--- src/rtl/pixel_pkt_pkg.sv ---
// Shared FSM state encodings and default constants for the pixel packet assembler.
// ST_CSUM is only reachable when PKT_CHECKSUM_EN is defined.
package pixel_pkt_pkg;

  typedef logic [2:0] state_t;

  localparam state_t ST_HUNT    = 3'd0;
  localparam state_t ST_PAYLOAD = 3'd1;
  localparam state_t ST_OUT     = 3'd2;
  localparam state_t ST_CSUM    = 3'd3;
  localparam state_t ST_DONE    = 3'd4;

  localparam logic [7:0]  SYNC_BYTE_DEF = 8'hAA;
  localparam int unsigned TIMEOUT_DEF   = 1000000;

endpackage

--- src/rtl/pkt_timeout_counter.sv ---
// Idle-cycle counter: clears on clr_i, counts while en_i, expires on the LIMIT-th cycle.
// LIMIT=0 disables expiry.
module pkt_timeout_counter
  import pixel_pkt_pkg::*;
#(
  parameter int unsigned LIMIT = TIMEOUT_DEF
) (
  input  logic clk,
  input  logic reset,
  input  logic clr_i,
  input  logic en_i,
  output logic expire_o
);

  localparam int W = (LIMIT > 0) ? $clog2(LIMIT + 1) : 1;

  logic [W-1:0] cnt_q, cnt_d;

  always_comb begin
    cnt_d = cnt_q;
    if (clr_i)
      cnt_d = '0;
    else if (en_i && cnt_q != W'(LIMIT))
      cnt_d = cnt_q + W'(1);
  end

  always_ff @(posedge clk) begin
    if (reset) cnt_q <= '0;
    else       cnt_q <= cnt_d;
  end

  // Fires during the LIMIT-th consecutive idle cycle.
  assign expire_o = (LIMIT != 0) && en_i
                  && (cnt_q == W'(LIMIT - 1));

endmodule

--- src/rtl/pixel_packet_assembler.sv ---
// Sync-hunting byte-to-pixel packer with backpressure, idle timeout, camera bypass.
// Define PKT_CHECKSUM_EN to require a trailing XOR checksum byte per frame.
module pixel_packet_assembler
  import pixel_pkt_pkg::*;
#(
  parameter int          DATA_WIDTH      = 8,
  parameter int          NUM_CH          = 3,
  parameter int          TOTAL_PIXELS    = 42240,
  parameter int          PIXEL_CNT_WIDTH = 16,
  parameter logic [DATA_WIDTH-1:0] SYNC_BYTE = SYNC_BYTE_DEF,
  parameter int unsigned TIMEOUT_CYCLES  = TIMEOUT_DEF
) (
  input  logic                         clk,
  input  logic                         reset,
  input  logic                         empty,
  input  logic [DATA_WIDTH-1:0]        pop_data,
  output logic                         pop,
  input  logic                         cam_mode,
  output logic [NUM_CH*DATA_WIDTH-1:0] pix_data,
  output logic                         pix_valid,
  input  logic                         pix_ready,
  output logic [PIXEL_CNT_WIDTH-1:0]   pixel_cnt,
  output logic                         frame_done,
  output logic                         frame_err
);

  localparam int PW = NUM_CH * DATA_WIDTH;
  localparam int CW = (NUM_CH > 1) ? $clog2(NUM_CH) : 1;

  state_t                     state_q, state_d;
  logic [PW-1:0]              pix_q, pix_d;
  logic [CW-1:0]              ch_q, ch_d;
  logic [PIXEL_CNT_WIDTH-1:0] cnt_q, cnt_d;
  logic                       in_wait;
  logic                       to_exp;
  logic                       csum_bad;

`ifdef PKT_CHECKSUM_EN
  logic [DATA_WIDTH-1:0] xor_q, xor_d;

  assign in_wait  = (state_q == ST_PAYLOAD)
                  | (state_q == ST_CSUM);
  assign csum_bad = (state_q == ST_CSUM) & pop
                  & (pop_data != xor_q);
`else
  assign in_wait  = (state_q == ST_PAYLOAD);
  assign csum_bad = 1'b0;
`endif

  assign pop = ~empty & ((state_q == ST_HUNT) | in_wait);

  pkt_timeout_counter #(
    .LIMIT (TIMEOUT_CYCLES)
  ) u_timeout (
    .clk      (clk),
    .reset    (reset),
    .clr_i    (pop | ~in_wait),
    .en_i     (in_wait & empty),
    .expire_o (to_exp)
  );

  always_comb begin
    state_d = state_q;
    pix_d   = pix_q;
    ch_d    = ch_q;
    cnt_d   = cnt_q;
`ifdef PKT_CHECKSUM_EN
    xor_d   = xor_q;
`endif
    case (state_q)
      ST_HUNT: begin
        if (pop && pop_data == SYNC_BYTE) begin
          state_d = cam_mode ? ST_DONE : ST_PAYLOAD;
          ch_d    = '0;
`ifdef PKT_CHECKSUM_EN
          xor_d   = '0;
`endif
        end
      end
      ST_PAYLOAD: begin
        if (pop) begin
          // First byte of a pixel lands in the MSB channel.
          for (int k = 0; k < NUM_CH; k++)
            if (ch_q == CW'(k))
              pix_d[(NUM_CH-1-k)*DATA_WIDTH +: DATA_WIDTH] = pop_data;
`ifdef PKT_CHECKSUM_EN
          xor_d = xor_q ^ pop_data;
`endif
          if (ch_q == CW'(NUM_CH - 1)) begin
            ch_d    = '0;
            state_d = ST_OUT;
          end else begin
            ch_d = ch_q + CW'(1);
          end
        end
      end
      ST_OUT: begin
        if (pix_ready) begin
          if (cnt_q < PIXEL_CNT_WIDTH'(TOTAL_PIXELS - 1)) begin
            cnt_d   = cnt_q + PIXEL_CNT_WIDTH'(1);
            state_d = ST_PAYLOAD;
          end else begin
`ifdef PKT_CHECKSUM_EN
            state_d = ST_CSUM;
`else
            state_d = ST_DONE;
`endif
          end
        end
      end
`ifdef PKT_CHECKSUM_EN
      ST_CSUM: begin
        if (pop) begin
          if (csum_bad) begin
            state_d = ST_HUNT;
            cnt_d   = '0;
          end else begin
            state_d = ST_DONE;
          end
        end
      end
`endif
      ST_DONE: begin
        cnt_d   = '0;
        state_d = ST_HUNT;
      end
      default: state_d = ST_HUNT;
    endcase
    if (to_exp) begin
      state_d = ST_HUNT;
      cnt_d   = '0;
      ch_d    = '0;
    end
  end

  always_ff @(posedge clk) begin
    if (reset) begin
      state_q <= ST_HUNT;
      pix_q   <= '0;
      ch_q    <= '0;
      cnt_q   <= '0;
`ifdef PKT_CHECKSUM_EN
      xor_q   <= '0;
`endif
    end else begin
      state_q <= state_d;
      pix_q   <= pix_d;
      ch_q    <= ch_d;
      cnt_q   <= cnt_d;
`ifdef PKT_CHECKSUM_EN
      xor_q   <= xor_d;
`endif
    end
  end

  assign pix_data   = pix_q;
  assign pix_valid  = (state_q == ST_OUT);
  assign pixel_cnt  = cnt_q;
  assign frame_done = (state_q == ST_DONE);
  assign frame_err  = to_exp | csum_bad;

endmodule

--- config.mk ---
export PLATFORM = sky130hd
export DESIGN_NAME = pixel_packet_assembler
export DESIGN_NICKNAME = d
export VERILOG_FILES = /design/src/rtl/pixel_pkt_pkg.sv /design/src/rtl/pkt_timeout_counter.sv /design/src/rtl/pixel_packet_assembler.sv
export SDC_FILE = /design/constraint.sdc
export NUM_CORES = 1
export LEC_CHECK = 0
export ABC_CLOCK_PERIOD_IN_PS = 4900
export BUFFER_PORTS_ARGS = -buffer_cell sky130_fd_sc_hd__buf_2
export CORE_MARGIN = 4
export CORE_UTILIZATION = 59
export DETAILED_ROUTE_END_ITERATION = 7
export GPL_TIMING_DRIVEN = 0
export PLACE_DENSITY_LB_ADDON = 0.1
export SLEW_MARGIN = 15
export SYNTH_ARGS = -nofsm -noshare
export SYNTH_HDL_FRONTEND = slang
export SYNTH_HIERARCHICAL = 1
export SYNTH_SLANG_ARGS = --single-unit
--- constraint.sdc ---
create_clock -name clk -period 4.9 [get_ports clk]
set_input_delay 0.98 -clock clk [delete_from_list [all_inputs] [get_ports clk]]
set_output_delay 0.98 -clock clk [all_outputs]
set_load 0.02 [all_outputs]
Word level (Yosys, flattened, before mapping)

Cells that the tools add are included.
Widths: inputs -> output; s select.

Register bits after elaboration: 65
Output and inout port bits: 44
Word-level logic and storage cells: 59

Add/subtract/negate cells: 3
Magnitude comparators: 1
Eq/ne operators: 13
Muxes and demuxes: 14
Bitwise operators: 6
Reduce and logical (&&, ||, !) cells: 15

Operator list:

| cell                  | number |
|---|---|
| $mux 16               | 2 |
| $pmux 16 s2           | 1 |
| $add 20x1->20 const B | 1 |
| $eq 20x20->1 const B  | 1 |
| $ne 20x20->1 const B  | 1 |
| $mux 3                | 6 |
| $add 16x1->16 const B | 1 |
| $lt 16x16->1 const B  | 1 |
| $reduce_and 3->1      | 5 |
| $pmux 3 s3            | 1 |
| $eq 8x8->1 const B    | 1 |
| $ne 2x1->1 const B    | 4 |
| $mux 2                | 3 |
| $pmux 2 s2            | 1 |
| $reduce_and 4->1      | 1 |
| $reduce_bool 2->1     | 2 |
| $reduce_or 2->1       | 2 |
| $eq 3x1->1 const B    | 1 |
| $eq 3x2->1 const B    | 1 |
| $eq 3x3->1 const B    | 1 |
| $logic_and 1x1->1     | 3 |
| $logic_not 3->1       | 1 |
| $add 2x1->2 const B   | 1 |
| $and 1x1->1           | 2 |
| 6 further kinds       | 8 |

Depth between registers and ports, before layout

Depth after elaboration: 6
Gate-level depth with buffers: 14
Depth with buffers taken out: 12

By module

Netlist, hierarchy kept.

Modules (own cells, without submodules):

| module                 | times used | cells an instance | area each (um^2) |
|---|---|---|---|
| pixel_packet_assembler | 1          | 224               | 2055.7 |
| pkt_timeout_counter    | 1          | 122               | 1012.2 |

Worst setup path before layout

OpenSTA, ideal clock, no wires.

Kind: input -> output
Start: input port empty
End: output port frame_err
Data arrival time: 2.038 ns
Path slack: 1.882 ns
Cell stages on the path: 6
Cell sequence: nand2_1 inv_1 clkbuf_1 nand3_1 or3_1 nor2_1

Longest elaborated chain between the ends: 2

RTL lines:

| item               | line                         | text |
|---|---|---|
| start: declaration | pixel_packet_assembler.sv:15 | `input logic empty,` |
| $and 1x1->1        | pixel_packet_assembler.sv:58 | `.en_i (in_wait & empty),` |
| $logic_and 1x1->1  | pkt_timeout_counter.sv:34    | `&& (cnt_q == W'(LIMIT - 1));` |
| end: declaration   | pixel_packet_assembler.sv:24 | `output logic frame_err` |

Every way passes these cells.

Final worst setup path

Start: register state_q[0]
End: output port frame_err

Longest elaborated chain between the ends: 3

RTL lines:

| item                     | line                          | text |
|---|---|---|
| start: declaration       | pixel_packet_assembler.sv:30  | `state_t state_q, state_d;` |
| start signal: assignment | pixel_packet_assembler.sv:146 | `state_q <= state_d;` |
| $eq 3x1->1               | pixel_packet_assembler.sv:46  | `assign in_wait = (state_q == ST_PAYLOAD);` |
| $and 1x1->1              | pixel_packet_assembler.sv:58  |  |
| $logic_and 1x1->1        | pkt_timeout_counter.sv:34     |  |

Every way passes these cells.

==> run metrics <==
status=finished, final reports clean; Post-Syn Nets=362; HP Start=u_timeout/cnt_q[18]$_SDFFE_PP0P_; critical path's largest stage delay=0.46 ns; RSZ-0062 raised after global routing=no; GPL Wtd Cong=0.882; DR vias=2,815; largest net degree at the start of global routing=13; Slew headroom=0.591; Most Frequent Cell on Critical Path=nor2b_1; main combinational cell family by area after synthesis=simple AND/OR/NAND/NOR gates; post-synthesis simple-gate area fraction=0.277; sequential-to-total area share from yosys stat=0.424; Unique masters post-synth=54; post-layout minimum cycle time=3.43 ns; Nets=429; Main synth FF type=dfxtp_1; r2r endpoint=pixel_cnt[13]$_SDFFE_PP0P_; share of the synthesized area in the top cell type=0.424; setup TNS=0 ns; Fill cells=395; WP data required=3.92 ns; final max-slew violation count=0; CTS tree=yes; Area contributors post-synth=dfxtp_1 42%, mux2i_1 8.8%, nor2_1 6.0%; P per Cell Area=282 nW/µm²; Final period util=0.701; r2r startpoint=state_q[0]$_SDFFE_PP0P_; cells on worst reg2reg path=14; Post-Route WL=7310 µm; Rows=25; global-route wire length before repair=12,200 µm; DRT Pass-1 Iters=5; CTS Buf Count=9; DRC errors left=0; fmax=291 MHz; Worst R2R Setup Slack=1.96 ns; WHS Endpoint=u_timeout/cnt_q[18]$_SDFFE_PP0P_; clk sinks=65; share of cells above drive strength 1=0.227; clock buffer depth=2; Tightest Pin Transition=0.612 ns; maximum fanout along the worst path=9; CP Launch Type=flip-flop; Overflow after GRT=0; die area=6420 µm²; Post-Syn Area=3070 µm²; # H-tree levels=3; DIE HEIGHT=80.1 µm; worst path arrival time=2.45 ns; Routed Antenna Nets=0; Hold Crit Depth=2; clock-pin transition on the worst setup and hold timing paths=0.08 ns; asr flop ratio synth=0; DP Wirelength=5170 µm; leakage power=1.43 nW; DR WL/cell=15.1 µm; multi-input combinational cell area=1630 µm²; FF+latch count, synth=65; XOR/XNOR share of the synthesized area=0.0314; register area=1300 µm²; max-cap viol count=0; vias in the first global route=2,661; # hold bufs at CTS=0; mux cell area share after synthesis=0.0881; min-delay worst type=reg2reg; post-placement cell count=469; vias per inst=5.80; cell taking the most area after synthesis=dfxtp_1; Adder-Cell Fraction of Synth Area=0.0122; Buffers on Ports=56; 1st-iter DRT viols=145; compound-cell area share of the yosys netlist=0.124; Commonest cells post-synth=65 x dfxtp_1, 49 x nor2_1, 27 x mux2i_1; total core area=4880 µm²; Layout area overhead=18.5%; initial antenna violation count=0; top-count cell post-synth=dfxtp_1; Avg Cell Area, Syn=8.87 µm²; post-CTS setup buffers=0; Final setup viols=0; Post-synth EDFFs=0; clock root buffer=clkbuf_8; number of diodes=0; crit path kind=reg2out; Worst Clk Skew=0.00898 ns; Clock Latency Late Sink=0.34 ns; Crit. End Element=output port; initial core utilization=0.629; Peak supply drop=0.206 mV; post_cts resized=0; Slowest-stage cell, CP=dfxtp_1; final hold vios=0; die span in x=80.1 µm; # IOs=57; yosys warns=6; Total Routing Usage GR=0.239; Post-Layout Cell Count=485; synthesized instance count=346; critical-path cell list=nor2b_1, nor2b_1, nand2_1, inv_1, clkbuf_1, nand3_1, or3_1, nor2_1, buf_2
-- through the flow --
step | hold WS [ns] | utilization | power (mW) | cell area, µm² | worst slack, ns
6_report | 0.490 | 0.745 | 1.02 | 3640 | 1.47
5_1_grt | 0.525 | 0.745 | 1.06 | 3640 | 1.25
4_1_cts | 0.488 | 0.745 | 1.03 | 3640 | 1.47
3_5_place_dp | 0.477 | 0.703 | 0.568 | 3430 | 1.59
3_3_place_gp | 0.467 | 0.703 | 0.567 | 3430 | 1.60
2_1_floorplan | 0.447 | - | 0.554 | 3070 | 1.88
-- worst max-delay path by stage --
stage	startpoint	end	slack [ns]	depth (start not counted)
floorplan	empty	frame_err	1.88	6
global placement	empty	frame_err	1.60	8
detailed placement	empty	frame_err	1.59	8
CTS	state_q[0]$_SDFFE_PP0P_	frame_err	1.47	9
global route	state_q[0]$_SDFFE_PP0P_	frame_err	1.25	9
finish	state_q[0]$_SDFFE_PP0P_	frame_err	1.47	9
-- layer usage --
metal / vias up / part of all wire / global-route usage
met4: 0 / 0.012 / 0.0861
met3: 12 / 0.063 / 0.0516
li1: 1389 / - / -
met2: 101 / 0.49 / 0.401
met1: 1313 / 0.44 / 0.301
met5: - / 0 / 0
-- cell type report --
cell class / count / share of cell area
multi-input combinational: 254 / 0.449
sequential: 65 / 0.358
timing repair buffer: 56 / 0.0771
clock buffer: 10 / 0.0379
buffer: 17 / 0.0262
tap: 67 / 0.0231
clock inverter: 6 / 0.0182
inverter: 10 / 0.0103
-- power by group --
part | total [mW] | internal (mW) | switching [mW]
clock | 0.469 | 0.250 | 0.220
combinational | 0.0268 | 0.00958 | 0.0172
sequential | 0.528 | 0.528 | 0.000289
-- layout by cell type (no fill, tap or decap), drive strengths merged, types with 2 or more instances in the layout --
cell       n
a21oi     17
and3       2
and4       3
buf       65
clkbuf    18
clkinvlp   3
dfxtp     65
ha         3
inv       11
mux2i     27
nand2     25
nand3     17
nand4      7
nor2      50
nor2b      2
nor3       6
nor3b      2
nor4       8
nor4b      2
o211ai     5
o21a       5
o21ai     12
o31ai     10
or2        3
or3        6
or4       15
or4bb      2
xnor2      8
xor2       3
-- flip-flops by register name (all words and copies together), names as in the netlist --
| signal | count |
|---|---|
| u_timeout/cnt_q | 20 |
| state_q | 3 |
| ch_q | 2 |
| pix_data | 24 |
| pixel_cnt | 16 |
-- kinds of logic (layout without fill, tap and decap cells) --
family,Yosys count,count (layout)
flip-flops,65,65
buffers and inverters,27,99
AO/OA/AOI/OAI,57,57
XOR/XNOR,11,11
multiplexers,27,27
adder cells (fa/ha/maj),3,3
AND/OR/NAND/NOR,156,156
-- critical path: cells and delay by family, from the launching register on --
kind / cells / cell delay (ns)
AND/OR/NAND/NOR: 6 / 1.15
buffers and inverters: 3 / 0.51
flip-flops: 1 / 0.46
No activity file was read; power rests on OpenSTA's default activity.
